`config.mk`:
```
export PLATFORM = sky130hd
export DESIGN_NAME = k_fifo_2deep_rd
export DESIGN_NICKNAME = d
export VERILOG_FILES = /design/src/rtl/k_fifo_pkg.sv /design/src/rtl/k_fifo_2deep_mem.sv /design/src/rtl/k_fifo_2deep_rd.sv
export SDC_FILE = /design/constraint.sdc
export NUM_CORES = 1
export LEC_CHECK = 0
export ABC_AREA = 0
export CORE_UTILIZATION = 47
export CTS_BUF_LIST = sky130_fd_sc_hd__clkbuf_4 sky130_fd_sc_hd__clkbuf_8
export CTS_CLUSTER_DIAMETER = 80
export DETAILED_ROUTE_END_ITERATION = 6
export GPL_ROUTABILITY_DRIVEN = 0
export PLACE_DENSITY = 0.79
export SLEW_MARGIN = 40
export SYNTH_ARGS = -nofsm -noshare
export SYNTH_HDL_FRONTEND = slang
export SYNTH_SLANG_ARGS = --single-unit
```
`constraint.sdc`:
```
create_clock -name clk -period 2.3 [get_ports clk]
set_input_delay 0.575 -clock clk [delete_from_list [all_inputs] [get_ports clk]]
set_output_delay 0.575 -clock clk [all_outputs]
set_load 0.05 [all_outputs]
```
`src/rtl/k_fifo_pkg.sv`:
```
// Shared types and constants for the 2-entry FIFO (k_fifo_2deep_rd).
package k_fifo_pkg;

  localparam int K_FIFO_2DEEP_DEPTH = 2;
  localparam int K_FIFO_PTR_W       = 2;

  // bit0 = entry index, bit1 = wrap bit
  typedef logic [K_FIFO_PTR_W-1:0] ptr_t;

  // occupancy, legal range 0..2
  typedef logic [1:0] cnt_t;

  // pointer advance; rolls 3 -> 0 naturally in 2 bits
  function automatic ptr_t ptr_inc(input ptr_t p);
    return p + 2'd1;
  endfunction

endpackage

```
`src/rtl/k_fifo_2deep_mem.sv`:
```
// DATA_W x 2 storage: synchronous write, asynchronous read, no reset.
module k_fifo_2deep_mem #(
  parameter int DATA_W = 8
) (
  input  logic              clk,
  input  logic              wen,
  input  logic              waddr,
  input  logic [DATA_W-1:0] d,
  input  logic              raddr,
  output logic [DATA_W-1:0] q
);

  logic [1:0][DATA_W-1:0] mem_q;
  logic [1:0][DATA_W-1:0] mem_d;

  // next contents: replace the addressed entry on a write, hold otherwise
  always_comb begin
    mem_d = mem_q;
    if (wen) begin
      mem_d[waddr] = d;
    end else begin
      mem_d = mem_q;
    end
  end

  // storage register; contents are deliberately not reset
  always_ff @(posedge clk) begin
    mem_q <= mem_d;
  end

  // asynchronous read port
  always_comb begin
    q = mem_q[raddr];
  end

endmodule

```
`src/rtl/k_fifo_2deep_rd.sv`:
```
// 2-entry FIFO, read-side owner: pointers, occupancy flags, head masking.
// Optional macro K_FIFO_2DEEP_BYPASS_EN: when empty, the input word is
// forwarded combinationally to the output, and is not stored if taken.
module k_fifo_2deep_rd
  import k_fifo_pkg::*;
#(
  parameter int DATA_W = 8,
  parameter int DEPTH  = 2
) (
  input  logic              clk,
  input  logic              rst,
  input  logic              in_valid,
  output logic              in_ready,
  input  logic [DATA_W-1:0] in_data,
  output logic              out_valid,
  input  logic              out_ready,
  output logic [DATA_W-1:0] out_data,
  output logic [1:0]        count,
  output logic              full,
  output logic              empty
);

  if (DEPTH != K_FIFO_2DEEP_DEPTH) begin : g_depth_bad
    $error("k_fifo_2deep_rd: only DEPTH == 2 is supported");
  end

  ptr_t              wptr_q, wptr_d;
  ptr_t              rptr_q, rptr_d;
  logic              full_s, empty_s;
  logic              push_s, pop_s, wen_s, bypass_s;
  logic [DATA_W-1:0] mem_rdata_s;

  k_fifo_2deep_mem #(
    .DATA_W (DATA_W)
  ) u_mem (
    .clk   (clk),
    .wen   (wen_s),
    .waddr (wptr_q[0]),
    .d     (in_data),
    .raddr (rptr_q[0]),
    .q     (mem_rdata_s)
  );

  // occupancy flags derived only from the registered pointers
  always_comb begin
    full_s  = (wptr_q[0] == rptr_q[0]) && (wptr_q[1] != rptr_q[1]);
    empty_s = (wptr_q == rptr_q);
    count   = cnt_t'(wptr_q - rptr_q);
    full    = full_s;
    empty   = empty_s;
  end

  // write-side handshake; held low throughout reset
  always_comb begin
    in_ready = !full_s && !rst;
  end

  // head presentation: masked to zero when nothing is valid
  always_comb begin
    out_valid = 1'b0;
    out_data  = {DATA_W{1'b0}};
`ifdef K_FIFO_2DEEP_BYPASS_EN
    if (empty_s) begin
      out_valid = in_valid && !rst;
      if (in_valid && !rst) begin
        out_data = in_data;
      end else begin
        out_data = {DATA_W{1'b0}};
      end
    end else begin
      out_valid = 1'b1;
      out_data  = mem_rdata_s;
    end
`else
    if (empty_s) begin
      out_valid = 1'b0;
      out_data  = {DATA_W{1'b0}};
    end else begin
      out_valid = 1'b1;
      out_data  = mem_rdata_s;
    end
`endif
  end

  // transfer decode and next pointer values
  always_comb begin
    push_s = in_valid && in_ready;
    // a pop only moves rptr when a stored word is at the head
    pop_s  = out_valid && out_ready && !empty_s;
`ifdef K_FIFO_2DEEP_BYPASS_EN
    bypass_s = empty_s && push_s && out_ready;
`else
    bypass_s = 1'b0;
`endif
    wen_s = push_s && !bypass_s;

    if (wen_s) begin
      wptr_d = ptr_inc(wptr_q);
    end else begin
      wptr_d = wptr_q;
    end

    if (pop_s) begin
      rptr_d = ptr_inc(rptr_q);
    end else begin
      rptr_d = rptr_q;
    end
  end

  // pointer registers with asynchronous reset
  always_ff @(posedge clk or posedge rst) begin
    if (rst) begin
      wptr_q <= 2'd0;
      rptr_q <= 2'd0;
    end else begin
      wptr_q <= wptr_d;
      rptr_q <= rptr_d;
    end
  end

endmodule

```
Word level (Yosys, flattened, before mapping) --
Index checks and enable logic that the tools add are counted.
Storage, ports and cells: bits in read-only memories 0, bits in writable memories 0, memories 0, bits in latches 0, register bits after elaboration 20
Cells by class: order comparisons 3, add/subtract/negate cells 3, multipliers 0, equality and inequality tests 3, mux-type cells 7, divide/modulo/power cells 0, reductions and logical operators 9, bitwise gates (word level) 0, shift operators 0
Operators with widths (number):
- 8-bit 2-to-1 mux | 4
- 16-bit bitwise mux | 1
- 8-bit demux with 1-bit select | 1
- 1-bit logical AND | 6
- 2-bit by 1-bit adder with 2-bit output (second input constant) | 2
- 1-bit by 2-bit less-than comparator with 1-bit output (second input constant) | 2
- 1-bit logical NOT | 3
- 2-bit == test | 1
- 2-bit subtractor | 1
- 1-bit == test | 1
- 1-bit greater-or-equal comparator (second input constant) | 1
- 1-bit 2-to-1 mux | 1
- 1-bit inequality test | 1

Depth between registers and ports, before layout --
depth after elaboration 5, mapped depth 5

Hierarchy --
From an unflattened synthesis, not the netlist that was laid out.
Unflattened totals: cell total of the unflattened synthesis 62, area, all modules 944.7 sq um
Modules (own cells, without submodules):
- k_fifo_2deep_mem | cells each 27, times used 1, area an instance 624.3 sq um
- k_fifo_2deep_rd | cells each 35, times used 1, area an instance 320.3 sq um

Least setup slack after synthesis --
No wires, ideal clock.
path type register -> output, start point reg wptr_q[0], end point out in_ready, arrival time 2283 ps, stages on the path, launching flop included 6, buffers on the path 0, path slack -558 ps, data required time 1725 ps, cells stage by stage dfrtp_1 -> inv_1 -> ha_1 -> inv_1 -> nor2_1 -> nor2_1
Between the ends: longest elaborated chain between the ends 4
RTL lines:
- start, declared | RTL line k_fifo_2deep_rd.sv:27 | ptr_t wptr_q, wptr_d;
- start signal, assigned | RTL line k_fifo_2deep_rd.sv:116 | wptr_q <= wptr_d;
- 1-bit == test | RTL line k_fifo_2deep_rd.sv:46 | full_s = (wptr_q[0] == rptr_q[0]) && (wptr_q[1] != rptr_q[1]);
- 1-bit logical AND | RTL line k_fifo_2deep_rd.sv:46
- net full | RTL line k_fifo_2deep_rd.sv:19 | output logic full,
- 1-bit logical NOT | RTL line k_fifo_2deep_rd.sv:55 | in_ready = !full_s && !rst;
- 1-bit logical AND | RTL line k_fifo_2deep_rd.sv:55
- end, declared | RTL line k_fifo_2deep_rd.sv:13 | output logic in_ready,
The timed path passes the listed nets, and every way through them passes these cells.

Worst setup path after layout --
start point reg wptr_q[0], end point out out_data[5]
Between the ends: longest elaborated chain between the ends 2
RTL lines:
- 2-bit == test | RTL line k_fifo_2deep_rd.sv:47 | empty_s = (wptr_q == rptr_q);
- 8-bit 2-to-1 mux | RTL line k_fifo_2deep_rd.sv:75 | if (empty_s) begin
- end, declared | RTL line k_fifo_2deep_rd.sv:17 | output logic [DATA_W-1:0] out_data,
No other way between the ends.

==> results_dict.tcl <==
set metrics [dict create \
    cts_tree "yes" \
    drv.max_cap_violation_count 0 \
    fmax_mhz 446 \
    synth_cell_type_count 17 \
    postSynthNetCount 77 \
    min-delay-path-class "primary input to async pin" \
    drv_slew 0 \
    ctsHtreeMaxLevel 1 \
    relSlewSlack 0.821 \
    result_of_the_run "finished clean" \
    skew_ps 2.23 \
    top_level_i_o_count 26 \
    clk-insertion-delay-late_ps 310 \
    synth.cell_area_um2 858 \
    fin_crit_sh 0.976 \
    port_buffers 25 \
    worst-endpoint-required_ps 1730 \
    ys_warn_count 0 \
    clock_transition_time_at_the_flip_flop_clock_pins_of_the_worst_setup_and_hold_paths_ps 110 \
    synth.top_cells.by_area "sky130_fd_sc_hd__edfxtp_1 56%, sky130_fd_sc_hd__dfrtp_1 12%, sky130_fd_sc_hd__mux2i_1 10%" \
    dp_slack_ps 149 \
    core-area_mm2 0.00173 \
    root_buffer "sky130_fd_sc_hd__clkbuf_4" \
    grt_setup_unrepaired "yes" \
    final.min_clock_period_ps 2240 \
    post-route-drc-count 0 \
    critPathKind "register to output port" \
    die_area_mm2 0.00200 \
    grt_pass1_wl_um 2730 \
    nets 113 \
    start_util 0.497 \
    rows 15 \
    post_route_cells_drive_above_1_share 0.404 \
    cts.sinks 20 \
    die_height_um 44.7 \
    dp_cells 117 \
    fill_cells 98 \
    reg2reg_slack_ps 690 \
    cp-start-kind "register" \
    critPathArrivalTime_ps 1670 \
    worst-r2r-cell-count 6 \
    seq_area_frac_synth 0.676 \
    total_grt_overflow 0 \
    post_synth_inst_count 64 \
    tritoncts.num_buffers 3 \
    antenna_found_initial 0 \
    critPathMaxFanout 10 \
    setup_tns_ps 0 \
    max_slew.worst_pin.slew_ps 261 \
    finalHoldViolCount 0 \
    synth_seq_cells 20 \
    setup_violations 0 \
    die_w_um 44.7 \
    netlist.top_cell.by_area "sky130_fd_sc_hd__edfxtp_1" \
    post-route-worst-setup-slack_ps 55.6 \
    post_drt_wl_per_cell_um 13.8 \
    via_count 616 \
    grt_pass1_vias 562 \
    post_synth.cell_area_avg_um2 13.4 \
    diodes 0 \
    track_usage 0.207 \
    route.detailed.vias_per_inst 4.97 \
    drt_pre_antenna_iters 4 \
    synth_top_area_frac 0.560 \
    detailedPlacementHpwl_um 1180 \
    route.antenna.remaining_nets 0 \
    fin_cells 124 \
    areaGrowthSynthToFinish_pct 67.2 \
    drtIter0Drc 9 \
    wl_um 1710 \
    grt_max_degree 13 \
    end_kind "output port" \
    core_occupancy_in_the_finished_layout 0.831 \
    max-clock-path-buffers 2 \
]
==> metrics by stage <==
step / cell area (um^2) / hold slack (ps)
finish: 1440 / 535
global route: 1440 / 578
CTS: 1420 / 537
detailed placement: 1320 / 595
global placement: 1320 / 581
floorplan: 888 / 341
==> registers in the layout, summed over array words and instances, names as in the netlist <==
name	count
u_mem.mem_q	16
rptr_q	2
wptr_q	2
==> layer usage <==
layer  part of all wire  vias to the layer above  GRT usage
li1                   -                      294          -
met2               0.54                       20      0.329
met4              0.012                        0     0.0909
met5                  0                        -          0
met3              0.037                        2     0.0480
met1               0.41                      300      0.274
==> synth_stat cells <==
master / n
sky130_fd_sc_hd__edfxtp_1: 16
sky130_fd_sc_hd__nor2_1: 12
sky130_fd_sc_hd__mux2i_1: 9
sky130_fd_sc_hd__dfrtp_1: 4
sky130_fd_sc_hd__inv_1: 4
sky130_fd_sc_hd__xnor2_1: 4
sky130_fd_sc_hd__nor3_1: 3
sky130_fd_sc_hd__nand2_1: 2
sky130_fd_sc_hd__o21ai_0: 2
sky130_fd_sc_hd__a211o_1: 1
sky130_fd_sc_hd__a21oi_1: 1
sky130_fd_sc_hd__buf_2: 1
sky130_fd_sc_hd__ha_1: 1
sky130_fd_sc_hd__nand2b_1: 1
sky130_fd_sc_hd__nand3b_1: 1
sky130_fd_sc_hd__nor2_2: 1
sky130_fd_sc_hd__xor2_1: 1
==> final timing paths <==
path | startpoint | endpoint
setup / recovery | wptr_q[0] | out_data[5]
setup reg to reg | wptr_q[0] | u_mem.mem_q[3]
min in group clk | wptr_q[0] | wptr_q[0]
max in group asynchronous | rst | rptr_q[1]
hold / removal | rst | wptr_q[0]
hold reg to reg | wptr_q[0] | wptr_q[0]
==> cells by family (layout without fill, tap and decap cells) <==
| kind of cell | count (synthesis) | after routing | share of synthesized area |
|---|---|---|---|
| flops | 20 | 20 | 0.676 |
| mux | 9 | 9 | 0.105 |
| buf+inv | 5 | 40 | 0.0233 |
| xor+xnor | 5 | 5 | 0.0510 |
| compound gates | 4 | 4 | 0.0277 |
| fa+ha+maj | 1 | 1 | 0.0146 |
| simple gates | 20 | 20 | 0.102 |
==> critical path, cell delays in order, from the launching register on <==
cell and delay (ps):
sky130_fd_sc_hd__dfrtp_1 420, sky130_fd_sc_hd__inv_2 100, sky130_fd_sc_hd__ha_4 220, sky130_fd_sc_hd__inv_2 100, sky130_fd_sc_hd__nor2_4 50, sky130_fd_sc_hd__buf_12 150
sky130_fd_sc_hd__nor2_2 170, sky130_fd_sc_hd__buf_12 160
==> cell type report <==
type,count,area [um^2],area share
Clock buffer,3,22.5,0.0157
Clock inverter,1,30.0,0.0209
Inverter,4,15.0,0.0105
Multi-Input combinational cell,39,313,0.218
Sequential cell,20,581,0.405
Tap cell,25,31.3,0.0218
Timing Repair Buffer,32,443,0.309
==> layout by cell type, fill, tap and decap left out, types with 3 or more instances in the layout <==
cell                              Yosys  routed
sky130_fd_sc_hd__edfxtp_1            16      16
sky130_fd_sc_hd__buf_12               0      14
sky130_fd_sc_hd__clkdlybuf4s50_1      0      11
sky130_fd_sc_hd__mux2i_1              9       9
sky130_fd_sc_hd__nor2_2               1       9
sky130_fd_sc_hd__buf_4                0       7
sky130_fd_sc_hd__xnor2_1              4       4
sky130_fd_sc_hd__dfrtp_1              4       4
sky130_fd_sc_hd__nor3_1               3       3
sky130_fd_sc_hd__clkbuf_4             0       3
==> repair_timing <==
action | in CTS | in global routing
pin swaps | 1 | 0
hold buffers | 0 | 0
setup endpoints to repair | 12 | 10
gates resized for setup | 2 | 3
setup buffers | 3 | 0
Power is not shown: default switching activity piles up to over one toggle a cycle in this logic, so the estimate is an artifact.
